===== src/rtl/sevenseg_scan_capture_if.sv =====
`default_nettype none
// ============================================================================
// Module      : sevenseg_scan_capture_if
// Description : Display-side bus between a 2-digit multiplexed 7-segment
//               scanner (master) and the readback/capture block (slave).
//               Carries the active-low anode/segment lines plus the decoded
//               readback results.
// Revision    : 1.0 - initial release
// ============================================================================
interface sevenseg_scan_capture_if;
  logic [3:0] an;            // anode enables, active-low
  logic [6:0] seg;           // segments, active-low, {g,f,e,d,c,b,a}
  logic [3:0] digit0;
  logic [3:0] digit1;
  logic [1:0] digit_valid;
  logic [1:0] pattern_err;
  logic       scan_active;
  logic       frame_strobe;

  // Scanner side: drives the display lines, observes the readback.
  modport master (
    output an, seg,
    input  digit0, digit1, digit_valid, pattern_err, scan_active, frame_strobe
  );

  // Capture side: samples the display lines, reports decoded digits.
  modport slave (
    input  an, seg,
    output digit0, digit1, digit_valid, pattern_err, scan_active, frame_strobe
  );
endinterface
`default_nettype wire


===== src/rtl/sevenseg_scan_capture.sv =====
`default_nettype none
// ============================================================================
// Module      : sevenseg_scan_capture
// Description : Samples a 2-digit multiplexed, active-low 7-segment display,
//               qualifies each digit window for SETTLE_CYCLES of stability
//               and decodes the segment pattern back to a hex nibble.
//               Flags undecodable patterns, pulses once per digit0->digit1
//               frame, and declares the scan dead after TIMEOUT_CYCLES with
//               no qualified capture.
// Revision    : 1.0 - initial release
// ============================================================================
module sevenseg_scan_capture #(
  parameter int SETTLE_CYCLES  = 16,     // must be >= 2
  parameter int TIMEOUT_CYCLES = 16384   // must exceed one scan frame
) (
  input  wire logic            Clk,
  input  wire logic            reset,
  sevenseg_scan_capture_if.slave bus
);

  localparam int c_STABLE_W  = $clog2(SETTLE_CYCLES + 1);
  localparam int c_TIMEOUT_W = $clog2(TIMEOUT_CYCLES + 1);
  localparam logic [c_STABLE_W-1:0]  c_SETTLE   = c_STABLE_W'(SETTLE_CYCLES);
  localparam logic [c_STABLE_W-1:0]  c_SETTLE_M = c_STABLE_W'(SETTLE_CYCLES - 1);
  localparam logic [c_TIMEOUT_W-1:0] c_TIMEOUT  = c_TIMEOUT_W'(TIMEOUT_CYCLES);
  localparam logic [c_TIMEOUT_W-1:0] c_TIMEOUT_M = c_TIMEOUT_W'(TIMEOUT_CYCLES - 1);
  localparam logic [3:0] c_AN_D0 = 4'b1110;
  localparam logic [3:0] c_AN_D1 = 4'b1101;

  typedef enum logic [1:0] {
    IDLE    = 2'd0,
    QUALIFY = 2'd1,
    HOLD    = 2'd2
  } state_t;

  // Synchronizer chain and previous-cycle copies.
  logic [3:0] r_an_meta, r_an_sync, r_an_prev;
  logic [6:0] r_seg_meta, r_seg_sync, r_seg_prev;

  // Control state.
  state_t                 r_state;
  logic [c_STABLE_W-1:0]  r_stable;
  logic [c_TIMEOUT_W-1:0] r_timeout;
  logic                   r_d0_seen;

  // Registered outputs.
  logic [3:0] r_digit0, r_digit1;
  logic [1:0] r_digit_valid, r_pattern_err;
  logic       r_scan_active, r_frame_strobe;

  // Combinational qualifiers.
  logic       w_legal;
  logic       w_changed;
  logic       w_capture;
  logic       w_sel_d1;
  logic       w_match;
  logic [3:0] w_value;

  assign w_legal   = (r_an_sync == c_AN_D0) || (r_an_sync == c_AN_D1);
  assign w_changed = {r_an_sync, r_seg_sync} != {r_an_prev, r_seg_prev};
  assign w_sel_d1  = (r_an_sync == c_AN_D1);
  // A stable cycle in QUALIFY always carries a legal code: entry requires
  // one, and any change to a non-legal code leaves QUALIFY.
  assign w_capture = (r_state == QUALIFY) && !w_changed && (r_stable == c_SETTLE_M);

  // Two-flop synchronizers plus one more stage for change detection.
  always_ff @(posedge Clk or posedge reset) begin
    if (reset) begin
      r_an_meta  <= 4'b1111;
      r_an_sync  <= 4'b1111;
      r_an_prev  <= 4'b1111;
      r_seg_meta <= 7'h7F;
      r_seg_sync <= 7'h7F;
      r_seg_prev <= 7'h7F;
    end else begin
      r_an_meta  <= bus.an;
      r_an_sync  <= r_an_meta;
      r_an_prev  <= r_an_sync;
      r_seg_meta <= bus.seg;
      r_seg_sync <= r_seg_meta;
      r_seg_prev <= r_seg_sync;
    end
  end

  // Active-low {g..a} pattern to hex nibble; w_match low for anything else.
  always_comb begin
    w_match = 1'b1;
    w_value = 4'h0;
    case (r_seg_sync)
      7'h40:   w_value = 4'h0;
      7'h79:   w_value = 4'h1;
      7'h24:   w_value = 4'h2;
      7'h30:   w_value = 4'h3;
      7'h19:   w_value = 4'h4;
      7'h12:   w_value = 4'h5;
      7'h02:   w_value = 4'h6;
      7'h78:   w_value = 4'h7;
      7'h00:   w_value = 4'h8;
      7'h10:   w_value = 4'h9;
      7'h08:   w_value = 4'hA;
      7'h03:   w_value = 4'hB;
      7'h46:   w_value = 4'hC;
      7'h21:   w_value = 4'hD;
      7'h06:   w_value = 4'hE;
      7'h0E:   w_value = 4'hF;
      default: w_match = 1'b0;
    endcase
  end

  // Window qualification FSM, capture/decode results, frame and timeout.
  always_ff @(posedge Clk or posedge reset) begin
    if (reset) begin
      r_state        <= IDLE;
      r_stable       <= '0;
      r_timeout      <= '0;
      r_d0_seen      <= 1'b0;
      r_digit0       <= 4'h0;
      r_digit1       <= 4'h0;
      r_digit_valid  <= 2'b00;
      r_pattern_err  <= 2'b00;
      r_scan_active  <= 1'b0;
      r_frame_strobe <= 1'b0;
    end else begin
      r_frame_strobe <= 1'b0;

      case (r_state)
        IDLE: begin
          if (w_legal) begin
            r_state  <= QUALIFY;
            r_stable <= c_STABLE_W'(1);
          end
        end
        QUALIFY: begin
          if (w_changed) begin
            if (w_legal) r_stable <= c_STABLE_W'(1);
            else         r_state  <= IDLE;
          end else if (r_stable == c_SETTLE_M) begin
            r_stable <= c_SETTLE;
            r_state  <= HOLD;
          end else begin
            r_stable <= r_stable + 1'b1;
          end
        end
        HOLD: begin
          // A glitch-then-settle inside one window recaptures.
          if (w_changed) begin
            if (w_legal) begin
              r_state  <= QUALIFY;
              r_stable <= c_STABLE_W'(1);
            end else begin
              r_state  <= IDLE;
            end
          end
        end
        default: r_state <= IDLE;
      endcase

      if (w_capture) begin
        r_timeout     <= '0;
        r_scan_active <= 1'b1;
        if (w_sel_d1) begin
          if (w_match) begin
            r_digit1         <= w_value;
            r_digit_valid[1] <= 1'b1;
            r_pattern_err[1] <= 1'b0;
          end else begin
            r_pattern_err[1] <= 1'b1;
          end
          if (r_d0_seen) begin
            r_frame_strobe <= 1'b1;
            r_d0_seen      <= 1'b0;
          end
        end else begin
          if (w_match) begin
            r_digit0         <= w_value;
            r_digit_valid[0] <= 1'b1;
            r_pattern_err[0] <= 1'b0;
          end else begin
            r_pattern_err[0] <= 1'b1;
          end
          r_d0_seen <= 1'b1;
        end
      end else if (r_timeout != c_TIMEOUT) begin
        r_timeout <= r_timeout + 1'b1;
        // Act only on the transition into saturation.
        if (r_timeout == c_TIMEOUT_M) begin
          r_scan_active <= 1'b0;
          r_digit_valid <= 2'b00;
          r_d0_seen     <= 1'b0;
        end
      end
    end
  end

  assign bus.digit0       = r_digit0;
  assign bus.digit1       = r_digit1;
  assign bus.digit_valid  = r_digit_valid;
  assign bus.pattern_err  = r_pattern_err;
  assign bus.scan_active  = r_scan_active;
  assign bus.frame_strobe = r_frame_strobe;

endmodule
`default_nettype wire


===== src/flat_wrapper.sv =====
// flat-port wrapper written by rule: the top's interface ports become plain ports
module sevenseg_scan_capture_flat 
#(
  parameter int SETTLE_CYCLES  = 16,                    
  parameter int TIMEOUT_CYCLES = 16384                                
)
  (Clk, reset, bus_an, bus_seg, bus_digit0, bus_digit1, bus_digit_valid, bus_pattern_err, bus_scan_active, bus_frame_strobe);
  sevenseg_scan_capture_if bus_i ();
  input  wire logic Clk;
  input  wire logic reset;
  input wire logic [$bits(bus_i.an)-1:0] bus_an;
  input wire logic [$bits(bus_i.seg)-1:0] bus_seg;
  output wire logic [$bits(bus_i.digit0)-1:0] bus_digit0;
  output wire logic [$bits(bus_i.digit1)-1:0] bus_digit1;
  output wire logic [$bits(bus_i.digit_valid)-1:0] bus_digit_valid;
  output wire logic [$bits(bus_i.pattern_err)-1:0] bus_pattern_err;
  output wire logic [$bits(bus_i.scan_active)-1:0] bus_scan_active;
  output wire logic [$bits(bus_i.frame_strobe)-1:0] bus_frame_strobe;
  assign bus_i.an = bus_an;
  assign bus_i.seg = bus_seg;
  assign bus_digit0 = bus_i.digit0;
  assign bus_digit1 = bus_i.digit1;
  assign bus_digit_valid = bus_i.digit_valid;
  assign bus_pattern_err = bus_i.pattern_err;
  assign bus_scan_active = bus_i.scan_active;
  assign bus_frame_strobe = bus_i.frame_strobe;
  sevenseg_scan_capture #(.SETTLE_CYCLES(SETTLE_CYCLES), .TIMEOUT_CYCLES(TIMEOUT_CYCLES)) u_core (.Clk(Clk), .reset(reset), .bus(bus_i));
endmodule

===== config.mk =====
export PLATFORM = sky130hd
export DESIGN_NAME = sevenseg_scan_capture_flat
export DESIGN_NICKNAME = d
export VERILOG_FILES = /design/src/rtl/sevenseg_scan_capture_if.sv /design/src/rtl/sevenseg_scan_capture.sv /design/src/flat_wrapper.sv
export SDC_FILE = /design/constraint.sdc
export NUM_CORES = 1
export LEC_CHECK = 0
export CORE_MARGIN = 2
export CORE_UTILIZATION = 54
export CTS_BUF_LIST = sky130_fd_sc_hd__clkbuf_4
export CTS_CLUSTER_SIZE = 25
export DETAILED_ROUTE_END_ITERATION = 12
export GPL_TIMING_DRIVEN = 0
export PLACE_DENSITY = 0.79
export SLEW_MARGIN = 10
export SYNTH_ARGS = -nofsm -noshare
export SYNTH_HDL_FRONTEND = slang
export SYNTH_SLANG_ARGS = --single-unit

===== constraint.sdc =====
create_clock -name Clk -period 2.1 [get_ports Clk]
set_input_delay 0.21 -clock Clk [delete_from_list [all_inputs] [get_ports Clk]]
set_output_delay 0.21 -clock Clk [all_outputs]
set_load 0.01 [all_outputs]

==> results.cfg, run 1 <==
[power]
p_leak_uw = 0.00176
ir_drop_v = 0.000472
swShare = 0.239
p_per_area_mw_per_mm2 = 615
p_clk_frac = 0.332
power_frac_seq = 0.582
intPower_uw = 1870
p_switching_uw = 589
combPwrFrac = 0.086

[worst_setup_path]
cp_max_fo = 6
rr_worst_depth = 7
end_kind = flip-flop
cp.required_ns = 2.41
r2r_slack_ns = -0.02
rr_endpoint = u_core.bus.digit0[0]
setup.worst_path.class = reg2reg
startpoint_type = flip-flop
r2r_start = u_core.r_seg_sync[5]
cp.arrival_ns = 2.42

[global_routing]
grt_pass1_wl_um = 9490
antenna_found_initial = 0
grt_max_degree = 71
first_global_vias = 2109
grt_overflow = 0
grt_util_all_layers = 0.191

[sta]
max_slew_margin = 0.459
fin_worst_skew_ns = 0.0213
final-hold-violation-count = 0
whs_ns = 0.210
setup-violations-final = 2
setup_slack_ns = -0.0179
rsz0062_at_grt = yes
period_share = 1.01
period_needed_ns = 2.12
finalMaxSlewViolations = 0
tightest_slew_ns = 0.812
fmax_ghz = 0.472

[clock_network]
clockBufferDepth = 2
cts_hold_buf = 0
cts_root_buf = clkbuf_4
cts_sinks = 70
cts.clk_slew.worst_paths_ns = 0.12
cts_tree = built
insertion_delay_ns = 0.41
cts-buffers-inserted = 9
cts_max_level = 3

[place]
dp_hpwl_um = 3600
dp_cells = 379
gp_congestion = 0.882
io_buffers = 26

[routing]
dr_total_vias = 2265
drtAntennaViolNets = 0
drt_pass1_iterations = 4
wl_per_cell_um = 13.9
via_per_inst = 5.42
route.detailed.drc = 0
drtIter0Drc = 100
wirelength_um = 5830

[min_path]
hp-start = bus_seg[6]
holdPathStages = 1
min_to = u_core.r_seg_meta[6]
hp-class = in2reg

[synthesis]
ys.warnings.count = 0
synthCells = 278
synth_mux_area_frac = 0.0230
synth_area_mm2 = 0.00322
yosys_most_used_dff = dfrtp_1
synth_seq_area_share = 0.558
synth_most_common_cell = dfrtp_1
synth_compound_area_frac = 0.0802
yosys-top-cells-count = dfrtp_1, dfstp_2, nor2_1
synth_top_cell_by_area = dfrtp_1
synth.net_count = 295
yosys.area_share.simple = 0.225
synth_adder_area_share = 0.0187
synth.area.top_cells = dfrtp_1, dfstp_2, xor2_1
ys_ff_latch = 70
synth_edf_count = 0
synth_top_family_by_area = simple AND/OR/NAND/NOR gates
synth_top_cell_area_share = 0.288
async_flop_share = 1.00
ys_types = 58
syn_avg_cell_area_um2 = 11.6
synth_xor_area_frac = 0.0654

[flow_run]
cap_violations = 0

[floorplanning]
die-area_mm2 = 0.00659
fp-row-count = 28
initial_utilization = 0.550
die_x_um = 81.2
die_h_um = 81.2
boundaryPins = 27
fp.coreArea_mm2 = 0.00585

[finish]
diodes = 0
nets = 356
fin_util = 0.684
final_cells = 418
drive_gt1_frac = 0.329
area_growth_pct = 24.5

[run_status]
violations = setup timing
status = finished, violations left
[metal layers]
layer,share of wire,track usage,up-vias
met3,0.036,0.0400,10
li1,-,-,1097
met2,0.48,0.301,58
met5,0,0,-
met1,0.46,0.249,1100
met4,0.019,0.0983,0
[worst max-delay path, cell delays in order, from the launching register on]
cell	delay, ns
dfstp_2	0.58
buf_6	0.12
and2b_1	0.16
a31oi_1	0.10
a221oi_2	0.32
nand3b_4	0.21
and3_4	0.24
mux2_4	0.30
[power groups by stage]
stage | clock [uW] | sequential (uW) | combinational (uW)
floorplan | 0 | 1450 | 118
global placement | 0 | 1450 | 160
detailed placement | 0 | 1460 | 165
CTS | 846 | 1430 | 185
global route | 914 | 1440 | 230
finish | 816 | 1430 | 212
[kinds of logic (layout without fill, tap and decap cells)]
family	after synthesis	after routing
and+or+nand+nor	115	115
DFF	70	70
AOI/OAI and AO/OA	39	39
xor gates and xnor gates	24	24
buffers and inverters	19	84
muxes	6	6
adders and majority gates	5	5
[worst max-delay path by stage]
| stage | startpoint | endpoint | slack (ns) | cells past startpoint |
|---|---|---|---|---|
| 6_report | u_core.r_seg_sync[5] | u_core.bus.digit0[0] | -0.02 | 7 |
| 5_1_grt | u_core.r_seg_sync[5] | u_core.bus.digit0[0] | -0.08 | 7 |
| 4_1_cts | u_core.r_seg_sync[3] | u_core.bus.digit0[0] | -0.02 | 6 |
| 3_5_place_dp | u_core.r_seg_sync[2] | u_core.bus.digit0[0] | -0.19 | 8 |
| 3_3_place_gp | reset | u_core.r_timeout[6] | -0.86 | 2 |
| 2_1_floorplan | u_core.r_seg_sync[2] | u_core.bus.digit0[0] | 0.01 | 8 |
[cell usage in the layout, fill, tap and decap left out, types with 3 or more instances in the layout]
cell | Yosys | routed
dfrtp_1 | 37 | 37
dfstp_2 | 33 | 33
nor2_1 | 28 | 28
clkdlybuf4s50_1 | 0 | 26
buf_4 | 1 | 24
xor2_1 | 18 | 16
nand2_1 | 17 | 15
a21oi_1 | 11 | 11
nand3_1 | 11 | 10
clkbuf_4 | 0 | 10
inv_1 | 10 | 9
o21ai_0 | 11 | 9
buf_6 | 2 | 8
nand4_1 | 6 | 6
xnor2_1 | 6 | 6
o21ai_1 | 3 | 5
and3_1 | 6 | 5
nor3_1 | 4 | 4
and2_1 | 4 | 4
mux2_4 | 2 | 4
nor2b_1 | 4 | 3
and4_1 | 3 | 3
nor4b_1 | 4 | 3
or3_1 | 3 | 3
ha_1 | 4 | 3
clkinv_2 | 0 | 3
[metrics by stage]
stage	power, uW	setup TNS, ns	area, um2	worst slack, ns
global route	2580	-0.264	4000	-0.0836
floorplan	1570	0	3220	0.0133
global placement	1610	-41.17	3570	-0.864
CTS	2460	-0.0341	3840	-0.0153
finish	2460	-0.0327	4000	-0.0179
detailed placement	1620	-1.35	3580	-0.189
[sequential cells by signal, indices dropped and copies added (netlist names), 4 cells and up]
| register | flops |
|---|---|
| u_core.r_seg_sync | 7 |
| u_core.bus.digit1 | 4 |
| u_core.r_seg_meta | 7 |
| u_core.r_seg_prev | 7 |
| u_core.r_timeout | 15 |
| u_core.r_stable | 5 |
| u_core.r_an_sync | 4 |
| u_core.r_an_meta | 4 |
| u_core.r_an_prev | 4 |
| u_core.bus.digit0 | 4 |
[what timing repair did]
item / CTS / global route
hold endpoints to repair: 0 / 0
pin swaps: 9 / 10
resized for setup: 7 / 24
setup buffers: 17 / 8
setup endpoints to repair: 17 / 26
[cell type report]
class,count,area (um2)
tap,75,93.8
fill,418,1850
multi-input combinational,189,1420
inverter,10,40.0
clock inverter,5,51.3
buffer,8,78.8
clock buffer,10,75.1
sequential,70,1790
timing repair buffer,51,455
(Power assumes the default switching activity.)
==> run 2, diff against run 1 <==
--- a/config.mk
+++ b/config.mk
@@ -5,13 +5,14 @@
 export SDC_FILE = /design/constraint.sdc
 export NUM_CORES = 1
 export LEC_CHECK = 0
+export ABC_CLOCK_PERIOD_IN_PS = 2100
 export CORE_MARGIN = 2
-export CORE_UTILIZATION = 54
+export CORE_UTILIZATION = 35
 export CTS_BUF_LIST = sky130_fd_sc_hd__clkbuf_4
 export CTS_CLUSTER_SIZE = 25
 export DETAILED_ROUTE_END_ITERATION = 12
 export GPL_TIMING_DRIVEN = 0
-export PLACE_DENSITY = 0.79
+export PLACE_DENSITY = 0.56
 export SLEW_MARGIN = 10
 export SYNTH_ARGS = -nofsm -noshare
 export SYNTH_HDL_FRONTEND = slang
==> run 2 against run 1 <==
Effect of this change: clock skew increased by 0.0046 ns; sequential share of layout area decreased by 1.9 points; sequential cell count unchanged; worst setup slack improved by 0.014 ns; the run still ends with setup timing left; clock power increased by 19%; critical path type unchanged; global-route usage decreased by 6.0 points.
==> results.cfg, run 2 (synthesis gave the netlist of run 1 again) <==
[place]
dp_hpwl_um = 3870
gp_congestion = 0.811
io_buffers = 26

[routing]
dr_total_vias = 2259
via_per_inst = 4.90
wirelength_um = 6080
wl_per_cell_um = 13.2
drtAntennaViolNets = 0
drtIter0Drc = 82
route.detailed.drc = 0
drt_pass1_iterations = 4

[power]
p_per_area_mw_per_mm2 = 631
intPower_uw = 2010
p_clk_frac = 0.370
swShare = 0.236
combPwrFrac = 0.086
p_switching_uw = 621
p_leak_uw = 0.00181
ir_drop_v = 0.000367
power_frac_seq = 0.544

[sta]
rsz0062_at_grt = yes
tightest_slew_ns = 0.349
fin_worst_skew_ns = 0.0259
whs_ns = 0.200
period_needed_ns = 2.10
period_share = 1.00
setup_tns_ns = -0.00397
finalMaxSlewViolations = 0
fmax_ghz = 0.475
final-hold-violation-count = 0
setup-violations-final = 1
max_slew_margin = 0.761
setup_slack_ns = -0.00397

[global_routing]
grt_util_all_layers = 0.131
grt_max_degree = 44
first_global_vias = 2198
antenna_found_initial = 0
grt_overflow = 0
grt_pass1_wl_um = 10300

[min_path]
hp-class = in2reg
holdPathStages = 1

[worst_setup_path]
setup.worst_path.class = reg2reg
end_kind = flip-flop
rr_worst_depth = 7
cp.required_ns = 2.41
startpoint_type = flip-flop
cp_max_fo = 10
cp.arrival_ns = 2.41

[floorplanning]
die_h_um = 99.9
die-area_mm2 = 0.00997
boundaryPins = 27
fp-row-count = 34
initial_utilization = 0.365
die_x_um = 99.9
fp.coreArea_mm2 = 0.00881

[clock_network]
insertion_delay_ns = 0.41
cts-buffers-inserted = 9
cts_tree = built
cts_max_level = 3
cts_root_buf = clkbuf_4
clockBufferDepth = 2
cts.clk_slew.worst_paths_ns = 0.12
cts_sinks = 70

[finish]
nets = 365
area_growth_pct = 29.9
drive_gt1_frac = 0.374
final_common_cell = dfrtp_1
diodes = 0
final_cell_mix = dfrtp_1, buf_4, dfstp_2
regMostFlops = u_core.r_timeout
largest_reg_flops = 15
num-fill-cells = 830

[run_status]
violations = setup timing
status = finished, violations left

[flow_run]
cap_violations = 0
run 2: repair_timing:
item,CTS,global route
setup endpoints to repair,18,26
gates resized for setup,11,30
cloned,0,1
buffers inserted,23,9
hold buffers,0,0
pin swaps,8,19
run 2: final timing paths:
check	slack, ns	end	startpoint
max reg2reg	-0.004	u_core.bus.digit0[0]	u_core.r_seg_sync[3]
min in group asynchronous	0.38	u_core.r_seg_meta[6]	reset
max in group asynchronous	1.40	u_core.r_an_prev[3]	reset
min	0.20	u_core.r_seg_meta[1]	bus_seg[1]
max	-0.004	u_core.bus.digit0[0]	u_core.r_seg_sync[3]
min reg2reg	0.36	u_core.r_an_sync[3]	u_core.r_an_meta[3]
run 2: area by class of cell:
type,count,area (um2),area share
flip-flops and latches,70,1790,0.429
multi-input cells,189,1440,0.346
repair buffers,60,537,0.128
well taps,108,135,0.0323
clock inverters,6,85.1,0.0204
clock buffers,10,75.1,0.0180
plain buffers,8,68.8,0.0165
inverters,10,40.0,0.00958
run 2: through the flow:
step	utilization	total power, uW	instances	area, um2	worst slack (ns)
detailed placement	0.413	1630	413	3640	-0.211
global route	0.474	2760	461	4180	-0.129
global placement	0.411	1620	412	3620	-1.01
CTS	0.454	2650	451	3990	0.000330
finish	0.474	2630	461	4180	-0.00397
floorplan	-	1570	278	3220	0.0133
run 2: critical path, stage by stage, from the launching register on:
cell and delay, ns:
dfstp_2 0.63, buf_4 0.22, nor2b_2 0.19, nand4_1 0.10
and3_1 0.24, nand3b_4 0.10, and3_4 0.23, mux2_4 0.30
run 2: metal layers:
metal  GRT usage  vias up  wire length [um]
li1            -     1118                 -
met1       0.178     1086              2950
met2       0.201       48              2840
met3      0.0313        7               204
met4      0.0569        0                91
met5           0        -                 0
run 2: power groups by stage:
stage / Sequential [uW] / Combinational, uW / Clock [uW]
floorplan: 1450 / 118 / 0
global placement: 1450 / 164 / 0
detailed placement: 1460 / 172 / 0
CTS: 1430 / 205 / 1010
global route: 1440 / 248 / 1080
finish: 1430 / 226 / 975
